### src/rtl/switch_pkg.sv
// Shared types for the packet-switch schedulers.
// Holds the default port count, the port index type and the arbiter state encoding.
// Imported by every scheduler block and by benches that poke at their internals.
package switch_pkg;

  // Port count of the switch fabric this slice belongs to.
  localparam int NUM_PORTS_DEF = 4;

  // Index of one ingress port at the default port count.
  typedef logic [$clog2(NUM_PORTS_DEF)-1:0] port_idx_t;

  // Output arbiter states: waiting for a requester, or forwarding one packet.
  typedef enum logic {
    ARB_IDLE,
    ARB_XFER
  } arb_state_t;

endpackage : switch_pkg

### src/rtl/switch_out_arbiter_rr_pick.sv
// Rotating-priority encoder: finds the first set req bit scanning ptr, ptr+1, ... (mod NUM_PORTS).
// Purely combinational, zero latency.
// No handshake; found=0 and idx=0 when no request is set.
module rr_pick #(
  parameter int NUM_PORTS = 4,
  parameter int IDX_W     = $clog2(NUM_PORTS)
) (
  input  logic [NUM_PORTS-1:0] req,
  input  logic [IDX_W-1:0]     ptr,
  output logic                 found,
  output logic [IDX_W-1:0]     idx
);

  // One extra bit so ptr + offset never overflows before the modulo fold.
  localparam logic [IDX_W:0] N_WIDE = (IDX_W+1)'(NUM_PORTS);

  logic [IDX_W:0]   sum;
  logic [IDX_W-1:0] cand;

  // Scan from the farthest offset down so the nearest requester to ptr wins last.
  always_comb begin
    found = 1'b0;
    idx   = '0;
    sum   = '0;
    cand  = '0;
    for (int k = NUM_PORTS - 1; k >= 0; k--) begin
      sum = {1'b0, ptr} + (IDX_W+1)'(k);
      if (sum >= N_WIDE) begin
        sum = sum - N_WIDE;
      end
      cand = sum[IDX_W-1:0];
      if (req[cand]) begin
        found = 1'b1;
        idx   = cand;
      end
    end
  end

endmodule : rr_pick

### src/rtl/switch_out_arbiter.sv
// Per-egress scheduler: packet-granular round-robin over NUM_PORTS requesters, watchdog on stalled owners.
// Grant one cycle after request; beats forwarded combinationally while owned; one bubble after each EOP.
// out_ready is returned combinationally to the owner only; non-owners always see in_ready=0.
module switch_out_arbiter
  import switch_pkg::*;
#(
  parameter int NUM_PORTS   = NUM_PORTS_DEF,
  parameter int DATA_W      = 8,
  parameter int TIMEOUT_CYC = 64,
  parameter int CNT_W       = 16
) (
  input  logic                          clk,
  input  logic                          rst,
  input  logic [NUM_PORTS-1:0]          in_req,
  input  logic [NUM_PORTS-1:0]          in_valid,
  input  logic [NUM_PORTS*DATA_W-1:0]   in_data,
  input  logic [NUM_PORTS-1:0]          in_sop,
  input  logic [NUM_PORTS-1:0]          in_eop,
  output logic [NUM_PORTS-1:0]          in_ready,
  output logic                          out_valid,
  output logic [DATA_W-1:0]             out_data,
  output logic                          out_sop,
  output logic                          out_eop,
  input  logic                          out_ready,
  output logic [NUM_PORTS-1:0]          grant,
  output logic                          busy,
  output logic                          timeout_err,
  output logic [CNT_W-1:0]              pkt_count
);

  localparam int IDX_W = $clog2(NUM_PORTS);
  // The counter only has to reach TIMEOUT_CYC-1; keep it one bit wide when the watchdog is off.
  localparam int TO_W  = (TIMEOUT_CYC > 1) ? $clog2(TIMEOUT_CYC) : 1;
  localparam logic [TO_W-1:0]  TO_LAST  = (TIMEOUT_CYC > 0) ? TO_W'(TIMEOUT_CYC - 1) : '0;
  localparam logic [IDX_W-1:0] LAST_IDX = IDX_W'(NUM_PORTS - 1);

  arb_state_t           state, state_nxt;
  logic [NUM_PORTS-1:0] grant_nxt;
  logic [IDX_W-1:0]     owner, owner_nxt;
  logic [IDX_W-1:0]     rr_ptr, rr_ptr_nxt;
  logic [TO_W-1:0]      idle_cnt, idle_cnt_nxt;
  logic [CNT_W-1:0]     pkt_count_nxt;
  logic                 timeout_err_nxt;

  logic                 pick_found;
  logic [IDX_W-1:0]     pick_idx;
  logic [IDX_W-1:0]     owner_inc;
  logic                 beat_acc;
  logic                 eop_acc;
  logic                 wd_fire;

  rr_pick #(
    .NUM_PORTS (NUM_PORTS),
    .IDX_W     (IDX_W)
  ) u_pick (
    .req   (in_req),
    .ptr   (rr_ptr),
    .found (pick_found),
    .idx   (pick_idx)
  );

  // Egress mux: forward the owner's beat; grant is all-zero outside XFER so nothing leaks when idle.
  always_comb begin
    out_valid = 1'b0;
    out_data  = '0;
    out_sop   = 1'b0;
    out_eop   = 1'b0;
    for (int i = 0; i < NUM_PORTS; i++) begin
      if (state == ARB_XFER && grant[i]) begin
        out_valid = in_valid[i];
        out_data  = in_data[i*DATA_W +: DATA_W];
        out_sop   = in_sop[i];
        out_eop   = in_eop[i];
      end
    end
  end

  // Return path: only the owner sees the sink's ready.
  always_comb begin
    in_ready = '0;
    if (state == ARB_XFER && out_ready) begin
      in_ready = grant;
    end
  end

  assign busy      = (state == ARB_XFER);
  assign beat_acc  = out_valid && out_ready;
  assign eop_acc   = beat_acc && out_eop;
  assign owner_inc = (owner == LAST_IDX) ? '0 : owner + 1'b1;
  // Watchdog fires only on a cycle with no accepted beat, so an EOP on the last allowed cycle wins.
  assign wd_fire   = (TIMEOUT_CYC != 0) && (state == ARB_XFER) && !beat_acc && (idle_cnt == TO_LAST);

  // Next-state and register updates; everything holds unless a branch below says otherwise.
  always_comb begin
    state_nxt       = state;
    grant_nxt       = grant;
    owner_nxt       = owner;
    rr_ptr_nxt      = rr_ptr;
    idle_cnt_nxt    = idle_cnt;
    pkt_count_nxt   = pkt_count;
    timeout_err_nxt = 1'b0;
    case (state)
      ARB_IDLE: begin
        if (pick_found) begin
          state_nxt    = ARB_XFER;
          owner_nxt    = pick_idx;
          idle_cnt_nxt = '0;
          for (int i = 0; i < NUM_PORTS; i++) begin
            grant_nxt[i] = (pick_idx == IDX_W'(i));
          end
        end
      end
      ARB_XFER: begin
        if (eop_acc) begin
          state_nxt     = ARB_IDLE;
          grant_nxt     = '0;
          rr_ptr_nxt    = owner_inc;
          idle_cnt_nxt  = '0;
          pkt_count_nxt = pkt_count + 1'b1;
        end else if (wd_fire) begin
          state_nxt       = ARB_IDLE;
          grant_nxt       = '0;
          rr_ptr_nxt      = owner_inc;
          idle_cnt_nxt    = '0;
          timeout_err_nxt = 1'b1;
        end else if (beat_acc) begin
          idle_cnt_nxt = '0;
        end else begin
          idle_cnt_nxt = idle_cnt + 1'b1;
        end
      end
      default: begin
        state_nxt = ARB_IDLE;
        grant_nxt = '0;
      end
    endcase
  end

  // State and bookkeeping registers with synchronous reset; a reset mid-packet drops the packet.
  always_ff @(posedge clk) begin
    if (rst) begin
      state       <= ARB_IDLE;
      grant       <= '0;
      owner       <= '0;
      rr_ptr      <= '0;
      idle_cnt    <= '0;
      pkt_count   <= '0;
      timeout_err <= 1'b0;
    end else begin
      state       <= state_nxt;
      grant       <= grant_nxt;
      owner       <= owner_nxt;
      rr_ptr      <= rr_ptr_nxt;
      idle_cnt    <= idle_cnt_nxt;
      pkt_count   <= pkt_count_nxt;
      timeout_err <= timeout_err_nxt;
    end
  end

endmodule : switch_out_arbiter

### config.mk
export PLATFORM = sky130hd
export DESIGN_NAME = switch_out_arbiter
export DESIGN_NICKNAME = d
export VERILOG_FILES = /design/src/rtl/switch_pkg.sv /design/src/rtl/switch_out_arbiter_rr_pick.sv /design/src/rtl/switch_out_arbiter.sv
export SDC_FILE = /design/constraint.sdc
export NUM_CORES = 1
export LEC_CHECK = 0
export ABC_AREA = 0
export CAP_MARGIN = 10
export CORE_ASPECT_RATIO = 0.7
export CORE_MARGIN = 4
export CORE_UTILIZATION = 25
export DETAILED_ROUTE_END_ITERATION = 8
export DONT_BUFFER_PORTS = 1
export HOLD_SLACK_MARGIN = 0.1
export PLACE_DENSITY_LB_ADDON = 0.3
export SYNTH_ARGS = -nofsm -noshare
export SYNTH_HDL_FRONTEND = slang
export SYNTH_HIERARCHICAL = 1
export SYNTH_SLANG_ARGS = --single-unit
### constraint.sdc
create_clock -name clk -period 2.19 [get_ports clk]
set_input_delay 0.219 -clock clk [delete_from_list [all_inputs] [get_ports clk]]
set_output_delay 0.219 -clock clk [all_outputs]
set_load 0.01 [all_outputs]
==> Yosys cells after proc, flatten, opt, wreduce, memory -nomap -nowiden <==
Index checks and enable logic that the tools add are counted.
{ "classes": {"n_mul": 0, "shifts": 0, "n_div": 0, "eq_ne": 7, "muxes": 54, "n_reduce_logical": 17, "order_cmp": 8, "add_sub_neg": 10, "bitwise_logic": 1} }
{ "op_table": {"columns": ["cell", "count"], "rows": [
  ["8-bit two-way mux", 4],
  ["1-bit two-way mux", 24],
  ["6-bit two-way mux", 4],
  ["2-bit two-way mux", 11],
  ["16-bit by 1-bit adder with 16-bit output (second input constant)", 1],
  ["4-bit two-way mux", 4],
  ["2-bit by 3-bit < comparator with 1-bit output (second input constant)", 4],
  ["6-bit case mux with 2 select lines", 1],
  ["3-bit >= comparator (second input constant)", 3],
  ["1-bit logical AND", 9],
  ["1-bit binary-select mux with 2-bit select", 4],
  ["4-bit case mux with 2 select lines", 1],
  ["2-bit AND reduction", 4],
  ["2-bit by 1-bit subtractor with 2-bit output (second input constant)", 4],
  ["2-bit by 2-bit adder with 3-bit output (second input constant)", 2],
  ["6-bit by 1-bit adder with 6-bit output (second input constant)", 1],
  ["2-bit == test (second input constant)", 3],
  ["6-bit == test (second input constant)", 1],
  ["2-bit by 1-bit adder with 3-bit output (second input constant)", 1],
  ["2-bit by 3-bit >= comparator with 1-bit output (second input constant)", 1],
  ["3-bit by 1-bit != test with 1-bit output (second input constant)", 1],
  ["3-bit OR reduction", 1],
  ["2-bit by 1-bit adder with 2-bit output (second input constant)", 1],
  ["2-bit by 1-bit == test with 1-bit output (second input constant)", 1],
  ["other kinds (6)", 6]
]} }
{ "word_totals": {"rom_bits": 0, "in_bits": 51, "latch_bits": 0, "ff_bits": 32, "out_inout_bits": 37, "word_cells": 104, "ram_bits": 0, "n_memories": 0} }

==> Depth between registers and ports, before layout <==
Gate-level depths: netlist of the first run.
{ "depth": {"ltp_word": 12, "depth_mapped": 8, "ltp_nobuf": 6} }

==> Modules after synthesis <==
The synthesis of the first run kept the hierarchy.
{ "modules_own_cells": {"columns": ["module", "instances", "area_per_inst_um2", "cells_per_inst", "seq_area_each_um2"], "rows": [
  ["switch_out_arbiter", 1, 1898.1, 252, 640.6],
  ["rr_pick", 1, 77.6, 13, 0.0]
]} }

==> Worst setup path after synthesis of the first run <==
No wires, ideal clock.
{ "synth_path": {"path_type": "register -> register", "startpoint": "reg grant[3]", "endpoint": "reg pkt_count[6]", "slack_ps": -97, "path_buffers": 1, "arrival_ps": 2216, "setup_time_ps": 70, "synth_period_minus_slack_ps": 2287, "path_stages_with_launch": 7, "required_time_ps": 2120, "path_cell_list": "dfxtp_1 nor3b_1 a311o_1 or4b_4 buf_6 or4_1 a21oi_1"} }
{ "synth_between": {"elab_chain_len": 5, "word_cells_on_any_way": 6, "classes_between": "mux (2); reduce/logical (4)"} }
{ "synth_lines": {"columns": ["element", "line", "text"], "rows": [
  ["from (decl)", "switch_out_arbiter.sv:25", "output logic [NUM_PORTS-1:0] grant,"],
  ["from (signal assigned)", "switch_out_arbiter.sv:151", "grant <= grant_nxt;"],
  ["1-bit logical AND *", "switch_out_arbiter.sv:69", "if (state == ARB_XFER && grant[i]) begin"],
  ["1-bit two-way mux", "switch_out_arbiter.sv:69", null],
  ["1-bit logical AND", "switch_out_arbiter.sv:87", "assign beat_acc = out_valid && out_ready;"],
  ["1-bit logical AND *", "switch_out_arbiter.sv:88", "assign eop_acc = beat_acc && out_eop;"],
  ["2-bit AND reduction (no line) *", null, null],
  ["to (signal assigned)", "switch_out_arbiter.sv:155", "pkt_count <= pkt_count_nxt;"],
  ["to (decl)", "switch_out_arbiter.sv:28", "output logic [CNT_W-1:0] pkt_count"]
]} }
Mark *: on every way between the ends. The rest lies on a longest branch, timed or not.
A chain may end at the register's enable or synchronous reset.

==> Worst setup path after layout of the first run <==
{ "layout_path": {"startpoint": "reg grant[1]", "endpoint": "reg pkt_count[9]"} }
{ "layout_between": {"elab_chain_len": 7, "word_cells_on_any_way": 10, "classes_between": "mux (6); reduce/logical (4)"} }
{ "layout_lines": {"columns": ["element", "line"], "rows": [
  ["1-bit logical AND *", "switch_out_arbiter.sv:69"],
  ["1-bit two-way mux (3 in a row)", "switch_out_arbiter.sv:69"],
  ["1-bit logical AND", "switch_out_arbiter.sv:87"],
  ["1-bit logical AND *", "switch_out_arbiter.sv:88"],
  ["2-bit AND reduction (no line) *", null]
]} }
Marks and branches as above.

==> summary.txt, run 1 <==
Run status
  – Status: finished, violations left
  – Failing checks: negative setup slack

Routing
  – DRT Pass-1 Iters: 4
  – Final WL: 6.474 mm
  – Drt initial violations: roughly 130
  – WL per Instance: 16.86 um
  – Via count: 2109
  – Antenna Nets Post-Route: 0
  – Via density: approximately 5.5
  – DRC Markers: 0

CTS
  – CTS tree: done
  – Skew-Pair Late Insertion Delay: 0.27 ns
  – CTS H-Tree Depth: 2
  – Root Buffer: clkbuf_16
  – Clock buffer count from CTS: 5
  – CTS sink count: 32
  – Clock Tree Buf Depth: 2
  – CTS clk-pin slew, worst paths: roughly 0.05 ns

Cells and area
  – FILL cells: 812
  – # diodes: 0
  – Share of layout cells above drive strength 1: 20.63%
  – P&R area growth vs syn: 27.42%
  – Final net count: 339
  – Register area: roughly 640 sq um
  – Multi-input logic area: 1350 sq um
  – Fin cells: 384

Run
  – Max cap viols: 0

GRT
  – Vias in the first global route: 1808
  – Met3 global-route usage: between 3 and 4%
  – Most Crowded Layer GR: met2
  – Global route overflow: 0
  – Met2 GRT Util: 17.64%
  – Largest net degree at the start of global routing: 32
  – M1 GR Usage: 16.59%
  – Initial antenna violation count: 0
  – First-pass GRT wire length: 8.990 mm
  – GR Util All Layers: about an eighth

Synth
  – Most frequent cell after synthesis: nor2_1
  – Synth Cell Area: around 2000 sq um
  – Ranking of synthesized cells by area: dfxtp_1 (32%), a21oi_1 (7.9%), nor2_1 (7.4%)
  – Post-synth EDFFs: 0
  – Dominant cell type by area after synthesis: dfxtp_1
  – Commonest cells post-synth: nor2_1 (39), dfxtp_1 (32), a21oi_1 (31), nand2_1 (18), nor3_1 (14)
  – FFs w/ async S/R, synth: 0%
  – Post-Syn Instances: 265
  – Syn Area/Cell: 7.455 sq um
  – Cell variety after synth: 41
  – Post-synth top area share: between 30% and 40%
  – Syn_nets: 319
  – Synth Flop Type: dfxtp_1
  – Post-synthesis sequential area ratio: 32.43%
  – Yosys warning total: 6
  – Yosys reg bits: 32

Critical path
  – Crit path max-delay family: simple AND/OR/NAND/NOR gates
  – Buf+Inv Stages, Crit Path: 0
  – R2R Setup Slk: -0.07 ns
  – Crit Path Max Fanout: 6
  – Worst-path cell chain: nand3b_1 > a311o_2 > or4b_4 > or4_1 > a21oi_1
  – Worst R2R Start: grant[1]
  – Required time of the critical path: 2.39 ns
  – Critical path class: register to register
  – Instance count on the critical path: 5
  – CP max stage delay: 0.61 ns
  – Worst Setup End Kind: register
  – WP data arrival: between 2 and 2.5 ns
  – CP startpoint kind: register
  – Critical-path top delay cell: or4b_4
  – FF-to-FF path depth: 5
  – Crit. Startpoint: grant[1]

STA
  – Clock skew: 0.008391 ns
  – Relative slew slack: 64.26%
  – Worst-margin pin slew: 0.5341 ns
  – Setup ws final: -0.07500 ns
  – Final hold vios: 0
  – Maximum clock frequency: 0.4415 GHz
  – Final period util: 103.4%
  – Period minus WS final: roughly 2.3 ns
  – Final setup fails: 8
  – RSZ-0062 raised after global routing: yes
  – Max-slew violations: 0

Floorplan
  – Initial core utilization: a little over a quarter
  – Core Region: ~7500 sq um
  – Height of the die: 82.38 um
  – Row cnt: 26
  – Width of the die: 114.3 um
  – Die area: 9411 sq um
  – IO Pins: 88

Placement
  – Dpl ws: -0.06605 ns
  – Port bufs: 0
  – Hpwl dp: 4.551 mm
  – Post-Place Cells: 368
  – Routability cong.: about 0.73

Hold path
  – Worst hold path type: input port to register
  – Hold Path Origin: rst
  – Hold path cells: 2

Power
  – Total Power: approximately 1.5 mW
  – LEAKAGE: 0.8099 nW
  – Max VDD drop: 0.2484 mV
  – Cell Pwr Density: around 610 nW/um^2
## metal layers
| layer | wire length (um) | vias to the layer above |
|---|---|---|
| met5 | 0 | - |
| met4 | 63 | 0 |
| met3 | 319 | 4 |
| met2 | 3007 | 43 |
| met1 | 3084 | 1024 |
| li1 | - | 1038 |
## state kept, by name (all words and copies together) (netlist names)
name         cells
owner            2
grant            4
rr_ptr           2
timeout_err      1
idle_cnt         6
busy             1
pkt_count       16
## per-stage QoR
stage | hold slack (ns) | TNS [ns] | util [%] | instance area [sq um]
floorplan | 0.4646 | -0.09900 | - | 1979
global placement | 0.2961 | -0.1784 | 29.26 | 2190
detailed placement | 0.2972 | -0.6277 | 29.26 | 2190
CTS | 0.2156 | -0.6671 | 31.94 | 2390
global route | 0.2175 | -1.022 | 33.65 | 2517
finish | 0.2175 | -0.2695 | 33.65 | 2517
## final cells by class
| cell class | instances | area share (%) |
|---|---|---|
| Multi-Input combinational cell | 210 | 53.63 |
| Inverter | 10 | 1.491 |
| Timing Repair Buffer | 26 | 8.499 |
| Clock inverter | 1 | 0.2982 |
| Sequential cell | 32 | 25.55 |
| Tap cell | 98 | 4.871 |
| Clock buffer | 7 | 5.666 |
## final timing paths
check | end
min reg2reg | owner[1]
min | pkt_count[11]
max reg2reg | pkt_count[9]
max | pkt_count[9]
## logic make-up after synthesis
logic type	share of synthesized area (%)
buffers and inverters	5.383
DFF	32.43
and+or+nand+nor	30.27
xor gates and xnor gates	0.4434
AOI/OAI and AO/OA	26.54
adders and majority gates	1.900
muxes	3.040
## where the power goes
| part | total (mW) | internal, mW | switching (mW) |
|---|---|---|---|
| Sequential | 0.604 | 0.594 | 0.00947 |
| Combinational | 0.251 | 0.103 | 0.148 |
| Clock | 0.689 | 0.452 | 0.238 |
| Total | 1.54 | 1.15 | 0.395 |
## what timing repair did
action,4_1_cts,5_1_grt
gates resized for setup,3,21
buffers inserted,0,3
hold endpoints to repair,31,0
setup endpoints to repair,16,15
pin swaps,5,24
hold buffers,2,0
cloned,1,2
## placed cells by master (no fill, tap or decap), types with 3 or more instances in the layout
| master | netlist | routed |
|---|---|---|
| o31ai_1 | 10 | 7 |
| or4_1 | 11 | 6 |
| mux2i_1 | 6 | 6 |
| nand2_1 | 18 | 18 |
| a21oi_1 | 31 | 24 |
| nor3_1 | 14 | 14 |
| inv_1 | 9 | 9 |
| o21a_1 | 3 | 3 |
| a221oi_1 | 9 | 9 |
| or4_4 | 0 | 5 |
| o31ai_2 | 0 | 3 |
| ha_1 | 3 | 3 |
| nor2b_1 | 5 | 5 |
| clkbuf_16 | 0 | 5 |
| o21ai_0 | 8 | 8 |
| o32ai_1 | 4 | 4 |
| nand3b_1 | 5 | 5 |
| nand3_1 | 10 | 10 |
| or4b_4 | 1 | 4 |
| nand2b_1 | 3 | 3 |
| a21oi_2 | 0 | 7 |
| nor2_1 | 39 | 39 |
| buf_4 | 0 | 23 |
| dfxtp_1 | 32 | 30 |
| or3_1 | 6 | 5 |
(Power assumes the default switching activity.)
==> inputs of run 2 (changes only) <==
--- a/config.mk
+++ b/config.mk
@@ -8,7 +8,7 @@
 export ABC_AREA = 0
 export CAP_MARGIN = 10
 export CORE_ASPECT_RATIO = 0.7
-export CORE_MARGIN = 4
+export CORE_MARGIN = 5
 export CORE_UTILIZATION = 25
 export DETAILED_ROUTE_END_ITERATION = 8
 export DONT_BUFFER_PORTS = 1
@@ -16,5 +16,4 @@
 export PLACE_DENSITY_LB_ADDON = 0.3
 export SYNTH_ARGS = -nofsm -noshare
 export SYNTH_HDL_FRONTEND = slang
-export SYNTH_HIERARCHICAL = 1
 export SYNTH_SLANG_ARGS = --single-unit
==> summary.txt, run 2 <==
Synth
  – Synth Flop Type: dfxtp_1
  – Largest family of logic cells by synthesized area: simple AND/OR/NAND/NOR gates
  – Multiplexer area fraction after synthesis: 0.9944% (-2.0 points)
  – Yosys reg bits: 32 (unchanged)
  – Cell variety after synth: 46 (+12%)
  – Post-synth EDFFs: 0 (unchanged)
  – Syn_nets: 317 (-0.63%)
  – Dominant cell type by area after synthesis: dfxtp_1
  – Post-Syn Instances: 263 (-0.75%)
  – Synth Cell Area: 2013 sq um (+1.9%)
  – Post-synthesis sequential area ratio: 31.82% (-0.60 points)
  – XOR/XNOR Fraction of Synth Area: 1.740% (+1.3 points)
  – Commonest cells post-synth: a21oi_1 (32), dfxtp_1 (32), nor2_1 (22), nand2_1 (13), nor3_1 (13)
  – Synth Area in Compound Gates: 26.97% (+0.44 points)
  – FFs w/ async S/R, synth: 0% (unchanged)
  – Synth Area in Adders: 1.865% (-0.035 points)
  – Post-synth top area share: 31.82% (-0.60 points)
  – Syn Area/Cell: 7.655 sq um (+2.7%)
  – Ranking of synthesized cells by area: dfxtp_1 (32%), a21oi_1 (8.0%), a221oi_1 (4.4%)
  – Simple-gate share of the synthesized area: 31.01% (+0.74 points)
  – Yosys warning total: 0 (-6)

STA
  – Final hold vios: 0 (unchanged)
  – Maximum clock frequency: 0.4820 GHz (+9.2%)
  – Period minus WS final: 2.075 ns (-0.1902 ns)
  – Final period util: 94.74% (-8.7 points)
  – Worst-margin pin slew: 1.221 ns (+0.6865 ns)
  – Max-slew violations: 0 (unchanged)
  – TNS Setup: 0 ns (+0.2695 ns)
  – Final setup fails: 0 (-8)
  – Clock skew: 0.001752 ns (-0.006639 ns)
  – Relative slew slack: 18.36% (-46 points)
  – RSZ-0062 raised after global routing: no

Routing
  – DRT Pass-1 Iters: 4 (unchanged)
  – WL per Instance: 15.72 um (-6.8%)
  – Final WL: 5.956 mm (-8.0%)
  – DRC Markers: 0 (unchanged)
  – Drt initial violations: 81 (-37%)
  – Antenna Nets Post-Route: 0 (unchanged)
  – Via density: 5.219 (-5.0%)
  – Via count: 1978 (-6.2%)

Critical path
  – Buf+Inv Stages, Crit Path: 2 (+2)
  – Critical-path top delay cell: a211oi_4
  – WP data arrival: 2.27 ns (-0.20 ns)
  – Crit path max-delay family: simple AND/OR/NAND/NOR gates
  – Worst Setup End Kind: register
  – Crit. Startpoint: grant[1]
  – Worst-path cell chain: nand3b_1 > a211oi_4 > nand4_1 > buf_4 > buf_2 > or3_1 > a21oi_1
  – Required time of the critical path: 2.38 ns (about the same)
  – Worst R2R Start: grant[1]
  – CP startpoint kind: register
  – Critical path class: register to register
  – Crit Path Max Fanout: 8 (+2)
  – CP max stage delay: 0.43 ns (-0.18 ns)

Run status
  – Status: finished, final reports clean

CTS
  – Skew-Pair Late Insertion Delay: 0.27 ns (about the same)
  – CTS tree: done
  – Clock Tree Buf Depth: 2 (unchanged)
  – CTS clk-pin slew, worst paths: 0.05 ns (about the same)
  – Clock buffer count from CTS: 5 (unchanged)
  – Root Buffer: clkbuf_16
  – CTS sink count: 32 (unchanged)
  – CTS H-Tree Depth: 2 (unchanged)

Placement
  – Port bufs: 0 (unchanged)
  – Routability cong.: 0.7398 (+0.96%)
  – Hpwl dp: 4.287 mm (-5.8%)

Cells and area
  – Largest registers: pkt_count: 16 flops, idle_cnt: 6 flops, grant: 4 flops
  – Register with the most flip-flops: pkt_count
  – Share of layout cells above drive strength 1: 16.19% (-4.4 points)
  – # diodes: 0 (unchanged)
  – Final net count: 331 (-2.4%)
  – Multi-input logic area: 1292 sq um (-4.3%)
  – Register area: 643.1 sq um (unchanged)
  – FILL cells: 811 (-0.12%)
  – P&R area growth vs syn: 23.24%
  – Max reg flops: 16 (unchanged)
  – Commonest non-fill, non-tap cells in the layout: a21oi_1 (30), dfxtp_1 (30), nor2_1 (22), buf_4 (21)

GRT
  – Initial antenna violation count: 0 (unchanged)
  – First-pass GRT wire length: 9.549 mm (+6.2%)
  – Largest net degree at the start of global routing: 31 (-3.1%)
  – GR Util All Layers: 11.87% (-0.18 points)
  – Vias in the first global route: 1913 (+5.8%)
  – Global route overflow: 0 (unchanged)

Floorplan
  – Core Region: 7871 sq um (+5.2%)
  – Height of the die: 85.08 um (+3.3%)
  – Row cnt: 27 (+3.8%)
  – Die area: 9976 sq um (+6.0%)
  – Initial core utilization: 25.58% (-0.83 points)
  – Width of the die: 117.3 um (+2.6%)
  – IO Pins: 88 (unchanged)

Power
  – LEAKAGE: 0.8425 nW (+4.0%)
  – Cell Pwr Density: 651.5 nW/um^2 (+6.2%)
  – Max VDD drop: 0.2192 mV (-12%)
  – Total Power: 1.616 mW (+4.7%)

Hold path
  – Worst hold path type: input port to register
  – Hold Path Origin: rst

Run
  – Max cap viols: 0 (unchanged)
==> run 2: cell types whose count changed after synthesis, sizes merged, moves of 5 or more <==
cell | before | now
and3 | 0 | 8
nor2 | 39 | 22
nor2b | 5 | 12
nand2 | 18 | 13
==> run 2: layout make-up <==
cell class | instances | share of cell area, %
clock inverters | 1 | 1.210
inverters | 11 | 1.664
repair buffers | 25 | 7.867
flip-flops and latches | 32 | 25.92
well taps | 101 | 5.093
clock buffers | 7 | 6.152
multi-input cells | 202 | 52.09
==> run 2: routing by layer <==
| metal | global-route usage, % | share of wire, % | vias to the layer above |
|---|---|---|---|
| li1 | - | - | 1012 |
| met1 | 16.35 | 49 | 929 |
| met2 | 18.02 | 46 | 29 |
| met3 | 2.922 | 4.0 | 8 |
| met4 | 3.958 | 0.97 | 0 |
| met5 | 0 | 0 | - |
==> run 2: where the power goes <==
group          leakage, nW  internal, mW  total [mW]  switching [mW]
registers            0.260         0.592       0.602         0.00963
clock network       0.0901         0.598       0.844           0.246
logic                0.493        0.0710       0.170          0.0995
==> run 2: worst reg2reg max path, stage by stage, from the launching register on <==
cell,delay [ns]
dfxtp_2,0.34
nand3b_1,0.21
a211oi_4,0.43
nand4_1,0.20
buf_4,0.17
buf_2,0.16
or3_1,0.35
a21oi_1,0.14
==> run 2: through the flow <==
stage / hold WS (ns) / worst slack (ns) / utilization (%) / instance area, sq um / std cells
floorplan: 0.3860 / 0.2263 / - / 2013 / 263
global placement: 0.2965 / 0.1395 / 27.90 / 2196 / 363
detailed placement: 0.2983 / 0.1074 / 27.90 / 2196 / 363
CTS: 0.1150 / 0.07342 / 30.38 / 2391 / 372
global route: 0.1345 / 0.0004956 / 31.52 / 2481 / 379
finish: 0.1223 / 0.1152 / 31.52 / 2481 / 379
==> run 2: worst paths after layout <==
kind,end,slack (ns),cells past startpoint
setup / recovery,pkt_count[9],0.12,7
hold / removal,grant[3],0.12,2
setup reg to reg,pkt_count[9],0.12,7
hold reg to reg,owner[1],0.47,2
==> run 2: cell families (layout without fill, tap and decap cells) <==
| group | count (synthesis) | in the layout |
|---|---|---|
| AOI/OAI and AO/OA | 80 | 80 |
| xor gates and xnor gates | 4 | 4 |
| adders and majority gates | 3 | 3 |
| buffers and inverters | 29 | 44 |
| DFF | 32 | 32 |
| muxes | 2 | 2 |
| and+or+nand+nor | 113 | 113 |
==> run 2: timing repair <==
item                                    in CTS  in global routing
pin swaps                                    0                  5
endpoints found under the setup margin       6                 15
hold endpoints to repair                    30                  0
gates resized for setup                      1                 10
hold buffers                                 1                  0
cloned                                       0                  1
setup buffers                                0                  6
==> inputs of run 3 (changes only) <==
--- a/config.mk
+++ b/config.mk
@@ -9,7 +9,7 @@
 export CAP_MARGIN = 10
 export CORE_ASPECT_RATIO = 0.7
 export CORE_MARGIN = 5
-export CORE_UTILIZATION = 25
+export CORE_UTILIZATION = 57
 export DETAILED_ROUTE_END_ITERATION = 8
 export DONT_BUFFER_PORTS = 1
 export HOLD_SLACK_MARGIN = 0.1
==> summary.txt, run 3 (same netlist as run 2, synthesis figures left out) <==
STA
  – TNS Setup: 0 ns (unchanged)
  – Worst-margin pin slew: 1.127 ns (-0.09378 ns)
  – Relative slew slack: 24.63% (+6.3 points)
  – Clock skew: 0.004027 ns (+0.002275 ns)
  – Max-slew violations: 0 (unchanged)
  – Setup ws final: 0.1608 ns (+0.04555 ns)
  – Period minus WS final: 2.029 ns (-0.04555 ns)
  – Final hold vios: 0 (unchanged)
  – Final setup fails: 0 (unchanged)
  – Final period util: 92.66% (-2.1 points)
  – Maximum clock frequency: 0.4928 GHz (+2.2%)
  – RSZ-0062 raised after global routing: no

Routing
  – Drt initial violations: 133 (+64%)
  – Antenna Nets Post-Route: 0 (unchanged)
  – Via count: 1998 (+1.0%)
  – Via density: 6.244 (+20%)
  – DRT Pass-1 Iters: 4 (unchanged)
  – Final WL: 5.450 mm (-8.5%)
  – WL per Instance: 17.03 um (+8.4%)
  – DRC Markers: 0 (unchanged)

CTS
  – CTS sink count: 32 (unchanged)
  – Root Buffer: clkbuf_8
  – Skew-Pair Late Insertion Delay: 0.28 ns (about the same)
  – CTS clk-pin slew, worst paths: 0.07 ns (+0.02 ns)
  – Clock Tree Buf Depth: 2 (unchanged)
  – Clock buffer count from CTS: 5 (unchanged)
  – CTS H-Tree Depth: 2 (unchanged)
  – CTS tree: done

GRT
  – Largest net degree at the start of global routing: 31 (unchanged)
  – Initial antenna violation count: 0 (unchanged)
  – First-pass GRT wire length: 8.473 mm (-11%)
  – Vias in the first global route: 1787 (-6.6%)
  – Most Crowded Layer GR: met2
  – M1 GR Usage: 30.18% (+14 points)
  – Global route overflow: 0 (unchanged)
  – Met2 GRT Util: 35.32% (+17 points)
  – Met3 global-route usage: 6.476% (+3.6 points)
  – GR Util All Layers: 22.83% (+11 points)

Cells and area
  – Share of layout cells above drive strength 1: 11.48% (-4.7 points)
  – Register area: 640.6 sq um (-0.39%)
  – P&R area growth vs syn: 12.12%
  – Largest registers: pkt_count: 16 flops, idle_cnt: 6 flops, grant: 4 flops
  – # diodes: 0 (unchanged)
  – Max reg flops: 16 (unchanged)
  – Register with the most flip-flops: pkt_count
  – Fin cells: 320 (-16%)
  – Final net count: 323 (-2.4%)
  – Multi-input logic area: 1272 sq um (-1.5%)
  – FILL cells: 336 (-59%)
  – Commonest non-fill, non-tap cells in the layout: a21oi_1 (32), dfxtp_1 (32), nor2_1 (22), buf_4 (15)

Power
  – LEAKAGE: 0.7693 nW (-8.7%)
  – Max VDD drop: 0.5036 mV (+130%)
  – Cell Pwr Density: 585.7 nW/um^2 (-10%)

Critical path
  – Crit Path Max Fanout: 13 (+5)
  – WP data arrival: 1.81 ns (-0.46 ns)
  – CP startpoint kind: register
  – Critical path class: register to output port
  – Required time of the critical path: 1.97 ns (-0.41 ns)
  – Worst Setup End Kind: output port

Placement
  – Hpwl dp: 3.978 mm (-7.2%)
  – Post-Place Cells: 309 (-15%)
  – Routability cong.: 0.8021 (+8.4%)
  – Port bufs: 0 (unchanged)
  – Dpl ws: 0.02122 ns (-0.08616 ns)

Floorplan
  – Width of the die: 81.03 um (-31%)
  – Initial core utilization: 58.04% (+32 points)
  – Height of the die: 59.72 um (-30%)
  – Core Region: 3468 sq um (-56%)
  – Row cnt: 18 (-33%)
  – Die area: 4839 sq um (-51%)
  – IO Pins: 88 (unchanged)

Run status
  – Status: finished, final reports clean

Run
  – Max cap viols: 0 (unchanged)

Hold path
  – Worst hold path type: input port to register
[run 3: what timing repair did]
action | in CTS | in global routing
setup endpoints to repair | 2 | 12
buffers inserted | 0 | 1
pin swaps | 0 | 1
gates cloned | 0 | 0
endpoints found under the hold margin | 30 | 0
gates resized for setup | 2 | 1
hold buffers | 2 | 0
[run 3: worst paths after layout]
kind               start           to  slack, ns  cells after the start
max reg2reg  idle_cnt[0]     grant[1]       0.16                      6
min reg2reg     owner[1]     owner[1]       0.46                      2
min            out_ready  idle_cnt[2]       0.23                      3
max             grant[1]  out_data[1]       0.16                      6
[run 3: report_power, final]
group / leakage (nW) / switching (mW) / internal [mW] / total [mW]
Combinational: 0.455 / 0.101 / 0.0663 / 0.167
Sequential: 0.259 / 0.00918 / 0.591 / 0.600
Clock: 0.0552 / 0.218 / 0.337 / 0.555
Total: 0.769 / 0.328 / 0.994 / 1.32
[run 3: metrics by stage]
step | instance area [sq um] | power (mW) | hold WS [ns] | utilization [%]
6_report | 2257 | 1.322 | 0.2272 | 65.08
5_1_grt | 2257 | 1.375 | 0.2715 | 65.08
4_1_cts | 2245 | 1.326 | 0.2211 | 64.72
3_5_place_dp | 2110 | 0.7606 | 0.2948 | 60.82
3_3_place_gp | 2110 | 0.7567 | 0.2939 | 60.82
2_1_floorplan | 2013 | 0.7305 | 0.3860 | -
[run 3: per-layer routing]
metal / share of wire (%) / vias to the layer above
met1: 44 / 938
met2: 48 / 57
met3: 7.0 / 10
li1: - / 993
met4: 1.6 / 0
met5: 0 / -
[run 3: cell type report]
class,instances,area share [%]
tap,50,2.772
inverter,11,1.829
clock buffer,6,3.215
multi-input combinational,202,56.37
timing repair buffer,17,5.876
clock inverter,2,1.552
sequential,32,28.38
[run 3: critical path, stage by stage, from the launching register on]
cell and delay [ns]:
dfxtp_1 0.35, buf_4 0.21, nor2b_2 0.34, a221oi_1 0.19, nor3_1 0.18, a21oi_1 0.06, nor2_1 0.20
